**src/rtl/act_mem_readback.sv**
```systemverilog
// ----------------------------------------------------------------------------
// act_mem_readback
//
// Drains a contiguous region of the activation memory through its external
// read port and presents the words on a valid/ready stream. Reads are
// credit-limited against the output FIFO, so back-pressure never drops a word.
//
// Ports:
//   clk, reset            clock and synchronous active-high reset
//   start                 one-cycle launch pulse (only honoured in IDLE)
//   base_addr             first word address (low ADDR_SIZE bits used)
//   word_count            number of words to read (0 finishes at once)
//   rd_en_ext_act_mem     read strobe to the activation memory
//   rd_addr_ext_act_mem   read address, zero-extended from ADDR_SIZE
//   rd_data_ext_act_mem   read data, valid RD_LATENCY cycles after strobe
//   out_valid/out_ready   stream handshake
//   out_data              stream word (FIFO head)
//   out_last              marks the final word of the readback
//   busy                  high in every state except IDLE
//   done                  one-cycle pulse after the final word is accepted
// ----------------------------------------------------------------------------
module act_mem_readback #(
   parameter int ADDR_SIZE  = 16,
   parameter int DATA_WIDTH = 64,
   parameter int RD_LATENCY = 1,
   parameter int FIFO_DEPTH = 4
) (
   input  logic                  clk,
   input  logic                  reset,
   input  logic                  start,
   input  logic [31:0]           base_addr,
   input  logic [31:0]           word_count,
   output logic                  rd_en_ext_act_mem,
   output logic [31:0]           rd_addr_ext_act_mem,
   input  logic [DATA_WIDTH-1:0] rd_data_ext_act_mem,
   output logic                  out_valid,
   input  logic                  out_ready,
   output logic [DATA_WIDTH-1:0] out_data,
   output logic                  out_last,
   output logic                  busy,
   output logic                  done
);

   localparam int PTR_W = $clog2(FIFO_DEPTH);
   localparam int CNT_W = PTR_W + 1;

   typedef enum logic [1:0] {
      IDLE  = 2'd0,
      ISSUE = 2'd1,
      DRAIN = 2'd2,
      DONE  = 2'd3
   } state_t;

   state_t                  state_q, state_d;
   logic [ADDR_SIZE-1:0]    rd_ptr_q, rd_ptr_d;
   logic [31:0]             issue_left_q, issue_left_d;
   logic [31:0]             out_left_q, out_left_d;
   logic [RD_LATENCY-1:0]   pipe_q, pipe_d;
   logic [DATA_WIDTH-1:0]   fifo_mem_q [FIFO_DEPTH];
   logic [DATA_WIDTH-1:0]   fifo_mem_d [FIFO_DEPTH];
   logic [PTR_W-1:0]        fifo_wptr_q, fifo_wptr_d;
   logic [PTR_W-1:0]        fifo_rptr_q, fifo_rptr_d;
   logic [CNT_W-1:0]        fifo_count_q, fifo_count_d;

   logic                    start_ok;
   logic [CNT_W-1:0]        in_flight;
   logic [CNT_W:0]          credit_sum;
   logic                    fifo_wr;
   logic                    fifo_rd;
   logic                    unused_base_bits;

   // Address bits above ADDR_SIZE are deliberately ignored.
   assign unused_base_bits = ^base_addr[31:ADDR_SIZE];

   // Stream side comes straight from registered FIFO state, so out_valid
   // never depends combinationally on out_ready.
   assign start_ok            = (state_q == IDLE) && start;
   assign out_valid           = (fifo_count_q != '0);
   assign out_data            = fifo_mem_q[fifo_rptr_q];
   assign out_last            = out_valid && (out_left_q == 32'd1);
   assign fifo_wr             = pipe_q[RD_LATENCY-1];
   assign fifo_rd             = out_valid && out_ready;
   assign rd_addr_ext_act_mem = 32'(rd_ptr_q);

   // Reads already launched but not yet landed in the FIFO still own a slot,
   // so the credit check adds them to the FIFO occupancy.
   always_comb begin
      in_flight = '0;
      for (int i = 0; i < RD_LATENCY; i++) begin
         in_flight = in_flight + CNT_W'(pipe_q[i]);
      end
      credit_sum = {1'b0, fifo_count_q} + {1'b0, in_flight};
   end

   // State register plus all datapath flops; reset also flushes the strobe
   // pipeline so data returning from aborted reads is never captured.
   always_ff @(posedge clk) begin
      if (reset) begin
         state_q      <= IDLE;
         rd_ptr_q     <= '0;
         issue_left_q <= '0;
         out_left_q   <= '0;
         pipe_q       <= '0;
         fifo_wptr_q  <= '0;
         fifo_rptr_q  <= '0;
         fifo_count_q <= '0;
         for (int i = 0; i < FIFO_DEPTH; i++) begin
            fifo_mem_q[i] <= '0;
         end
      end else begin
         state_q      <= state_d;
         rd_ptr_q     <= rd_ptr_d;
         issue_left_q <= issue_left_d;
         out_left_q   <= out_left_d;
         pipe_q       <= pipe_d;
         fifo_wptr_q  <= fifo_wptr_d;
         fifo_rptr_q  <= fifo_rptr_d;
         fifo_count_q <= fifo_count_d;
         fifo_mem_q   <= fifo_mem_d;
      end
   end

   // Next-state logic. A zero-length request skips straight to DONE; the
   // issue phase ends on the read that consumes the last issue credit and
   // the drain phase ends on the handshake of the last word.
   always_comb begin
      state_d = state_q;
      case (state_q)
         IDLE: begin
            if (start) begin
               state_d = (word_count == 32'd0) ? DONE : ISSUE;
            end
         end
         ISSUE: begin
            if (rd_en_ext_act_mem && (issue_left_q == 32'd1)) begin
               state_d = DRAIN;
            end
         end
         DRAIN: begin
            if (fifo_rd && (out_left_q == 32'd1)) begin
               state_d = DONE;
            end
         end
         DONE:    state_d = IDLE;
         default: state_d = IDLE;
      endcase
   end

   // FSM outputs. The read strobe only looks at registered occupancy, which
   // keeps out_ready off the memory-side timing path.
   always_comb begin
      rd_en_ext_act_mem = (state_q == ISSUE) && (issue_left_q != 32'd0) &&
                          (credit_sum < (CNT_W+1)'(FIFO_DEPTH));
      busy              = (state_q != IDLE);
      done              = (state_q == DONE);
   end

   // Pointer/counter updates, strobe pipeline and FIFO bookkeeping. A
   // simultaneous write and pop leaves the occupancy unchanged.
   always_comb begin
      rd_ptr_d     = rd_ptr_q;
      issue_left_d = issue_left_q;
      out_left_d   = out_left_q;
      fifo_wptr_d  = fifo_wptr_q;
      fifo_rptr_d  = fifo_rptr_q;
      fifo_count_d = fifo_count_q;
      fifo_mem_d   = fifo_mem_q;

      if (start_ok) begin
         rd_ptr_d     = base_addr[ADDR_SIZE-1:0];
         issue_left_d = word_count;
         out_left_d   = word_count;
      end else begin
         if (rd_en_ext_act_mem) begin
            rd_ptr_d     = rd_ptr_q + ADDR_SIZE'(1);
            issue_left_d = issue_left_q - 32'd1;
         end
         if (fifo_rd) begin
            out_left_d = out_left_q - 32'd1;
         end
      end

      pipe_d[0] = rd_en_ext_act_mem;
      for (int i = 1; i < RD_LATENCY; i++) begin
         pipe_d[i] = pipe_q[i-1];
      end

      if (fifo_wr) begin
         fifo_mem_d[fifo_wptr_q] = rd_data_ext_act_mem;
         fifo_wptr_d             = fifo_wptr_q + PTR_W'(1);
      end
      if (fifo_rd) begin
         fifo_rptr_d = fifo_rptr_q + PTR_W'(1);
      end
      case ({fifo_wr, fifo_rd})
         2'b10:   fifo_count_d = fifo_count_q + CNT_W'(1);
         2'b01:   fifo_count_d = fifo_count_q - CNT_W'(1);
         default: fifo_count_d = fifo_count_q;
      endcase
   end

   // The credit rule makes a write into a full FIFO impossible; if it ever
   // happens a word would be lost.
   a_no_fifo_overflow : assert property (@(posedge clk) disable iff (reset)
      !(fifo_wr && (fifo_count_q == CNT_W'(FIFO_DEPTH))));

endmodule
```
**config.mk**
```make
export PLATFORM = sky130hd
export DESIGN_NAME = act_mem_readback
export DESIGN_NICKNAME = d
export VERILOG_FILES = /design/src/rtl/act_mem_readback.sv
export SDC_FILE = /design/constraint.sdc
export NUM_CORES = 1
export LEC_CHECK = 0
export BUFFER_PORTS_ARGS = -buffer_cell sky130_fd_sc_hd__buf_2
export CAP_MARGIN = 20
export CORE_MARGIN = 5
export CORE_UTILIZATION = 46
export DETAILED_ROUTE_END_ITERATION = 8
export GPL_ROUTABILITY_DRIVEN = 0
export PLACE_DENSITY = 0.71
export SYNTH_ARGS = -nofsm -noshare
export SYNTH_HDL_FRONTEND = slang
export SYNTH_SLANG_ARGS = --single-unit
```
**constraint.sdc**
```tcl
create_clock -name clk -period 3.65 [get_ports clk]
set_input_delay 0.1825 -clock clk [delete_from_list [all_inputs] [get_ports clk]]
set_output_delay 0.1825 -clock clk [all_outputs]
set_load 0.02 [all_outputs]
```
==> impl_metrics.tcl <==
set metrics [dict create \
    rsz0062_at_grt "false" \
    worst-path-max-fanout 24 \
    cts_sinks 346 \
    total_leakage_power_nw 6.62 \
    die_h_um 192 \
    grt_pass1_wl_um 68300 \
    cts-root-buf "clkbuf_16" \
    drc 0 \
    clockPowerShare 0.329 \
    area_delta_synth_final_pct 21.8 \
    min-delay-path-class "in2reg" \
    post_cts_buffers 0 \
    yosysSeqAreaShare 0.455 \
    worstPathRequired_ps 3470 \
    first_pass_iters 5 \
    switching_share 0.335 \
    dpl.hpwl_um 25200 \
    period_needed_ps 3080 \
    fin_util 0.568 \
    core_area_mm2 0.0326 \
    pwr-share-comb 0.256 \
    dr_total_vias 13600 \
    tns_ps 0 \
    synth_area_leaders "dfxtp_1, nand2_1, a21oi_1" \
    drive_gt1_frac 0.175 \
    synth_area_leader_cell "dfxtp_1" \
    tightest_slew_ps 993 \
    critPathLaunchType "flip-flop" \
    grt_max_degree 153 \
    die_area_mm2 0.0368 \
    routedWlPerCell_um 17.2 \
    setup_viol 0 \
    detail_route.vias_per_cell 5.46 \
    synth_edf_count 0 \
    drt-total-wl_um 42800 \
    clk_pin_slew_ps 60 \
    syn_inst 1792 \
    pwr-share-seq 0.414 \
    p_sw_mw 3.74 \
    cts_tree "yes" \
    yosys_most_used_dff "dfxtp_1" \
    power_density_mw_per_mm2 603 \
    fmax_mhz 324 \
    cp-end-kind "output port" \
    vdd_drop_max_mv 0.384 \
    relSlewSlack 0.338 \
    grt_pass1_vias 13400 \
    synthDistinctLibCells 53 \
    io_pins 233 \
    antenna_found_initial 0 \
    status "complete, no violations" \
    row_count 66 \
    htreeDepth 2 \
    drv_cap 0 \
    grt_util_all_layers 0.227 \
    avgSynthCellArea_um2 8.49 \
    cts_buffers 38 \
    async_flop_share 0 \
    p_int_mw 7.43 \
    numPortBuffers 200 \
    worstSetupPathType "reg2out" \
    yosysWarnings 0 \
    floorplan.initialDensity 0.466 \
    fin_nets 2157 \
    synthesis.area_mm2 0.0152 \
    antennaDiodeCount 0 \
    die_w_um 192 \
    arrival_ps 2900 \
    drv_slew 0 \
    clock_latency_ps 520 \
    antenna_left 0 \
    globalRouteOverflowTotal 0 \
    ys_ff_latch 346 \
    skew_ps 16.7 \
    min_period_over_period 0.845 \
    cts.path.max_buffers 3 \
    hold_violations 0 \
    drt_iter0_drc 823 \
    synth_top_area_frac 0.455 \
]
-- worst paths after layout --
path / from / end / slack, ps / cells after the start
setup / recovery: issue_left_q[0] / rd_en_ext_act_mem / 570 / 7
hold / removal: word_count[0] / issue_left_q[0] / 20 / 3
setup reg to reg: issue_left_q[0] / rd_ptr_q[6] / 780 / 9
hold reg to reg: fifo_mem_q[84] / fifo_mem_q[84] / 450 / 2
-- power groups by stage --
| stage | clock (mW) | combinational (mW) | sequential [mW] |
|---|---|---|---|
| 2_1_floorplan | 0 | 2.00 | 4.61 |
| 3_3_place_gp | 0 | 2.72 | 4.68 |
| 3_5_place_dp | 0 | 2.76 | 4.70 |
| 4_1_cts | 3.75 | 2.86 | 4.62 |
| 5_1_grt | 3.92 | 3.14 | 4.68 |
| 6_report | 3.68 | 2.86 | 4.63 |
-- through the flow --
step	worst slack, ps	hold slack [ps]	power (mW)	instances	instance area, µm²
6_report	567	22.1	11.2	2481	18500
5_1_grt	390	10.0	11.7	2481	18500
4_1_cts	562	3.13	11.2	2481	18500
3_5_place_dp	810	443	7.46	2321	16400
3_3_place_gp	887	438	7.39	2321	16400
2_1_floorplan	1340	318	6.61	1807	15300
-- worst max-delay path: stages, from the launching register on --
cell,delay [ps]
dfxtp_1,360
inv_1,100
ha_1,180
or3b_4,430
nand4b_1,280
o31ai_2,280
inv_1,430
buf_2,320
-- sequential cells by signal, summed over array words and instances (netlist names) --
name / cells
fifo_mem_q: 256
issue_left_q: 32
out_left_q: 32
rd_ptr_q: 16
fifo_count_q: 3
fifo_rptr_q: 2
fifo_wptr_q: 2
state_q: 2
fifo_wr: 1
-- placed cells by master (no fill, tap or decap), drive strengths merged, types with 15 or more instances in the layout --
cell,n
a21oi,314
dlygate4sd3,90
xnor2,38
nand3,19
nand4,15
ha,15
nor2,58
mux4,64
nor4,29
inv,19
nor3,27
clkbuf,55
buf,211
nand2,548
dfxtp,346
o21bai,23
a211oi,19
xor2,35
conb,16
-- kinds of logic after synthesis --
family,count (synthesis),synth area share
adders and majority gates,16,0.0137
xor gates and xnor gates,73,0.0420
DFF,346,0.455
AOI/OAI and AO/OA,387,0.140
muxes,65,0.0954
other,1,0.000247
and+or+nand+nor,748,0.210
buffers and inverters,156,0.0434
-- final cells by class --
cell class	instances	area (µm²)
tap	442	553
fill	2848	14100
multi-input combinational	1305	7720
sequential	346	6930
timing repair buffer	301	2030
clock buffer	55	1110
inverter	17	63.8
clock inverter	15	100
-- cell usage after synthesis (19+ instances only) --
cell      instances
mux4_2           64
nand3_1          19
xnor2_1          38
nor3_1           27
dfxtp_1         346
nor2_1           58
nor4_1           28
xor2_1           35
a211oi_1         19
o21bai_1         23
a21oi_1         314
nand2_1         548
clkbuf_1        104
-- what timing repair did --
item                      4_1_cts  5_1_grt
resized for setup               0        0
hold buffers                   90        0
hold endpoints to repair      286        0
-- routing by layer --
metal	vias up	routed length, µm	global-route usage
li1	6564	-	-
met1	6439	18300	0.297
met2	478	20800	0.391
met3	75	2780	0.0327
met4	0	910	0.0660
met5	-	0	0
(Power assumes the default switching activity.)
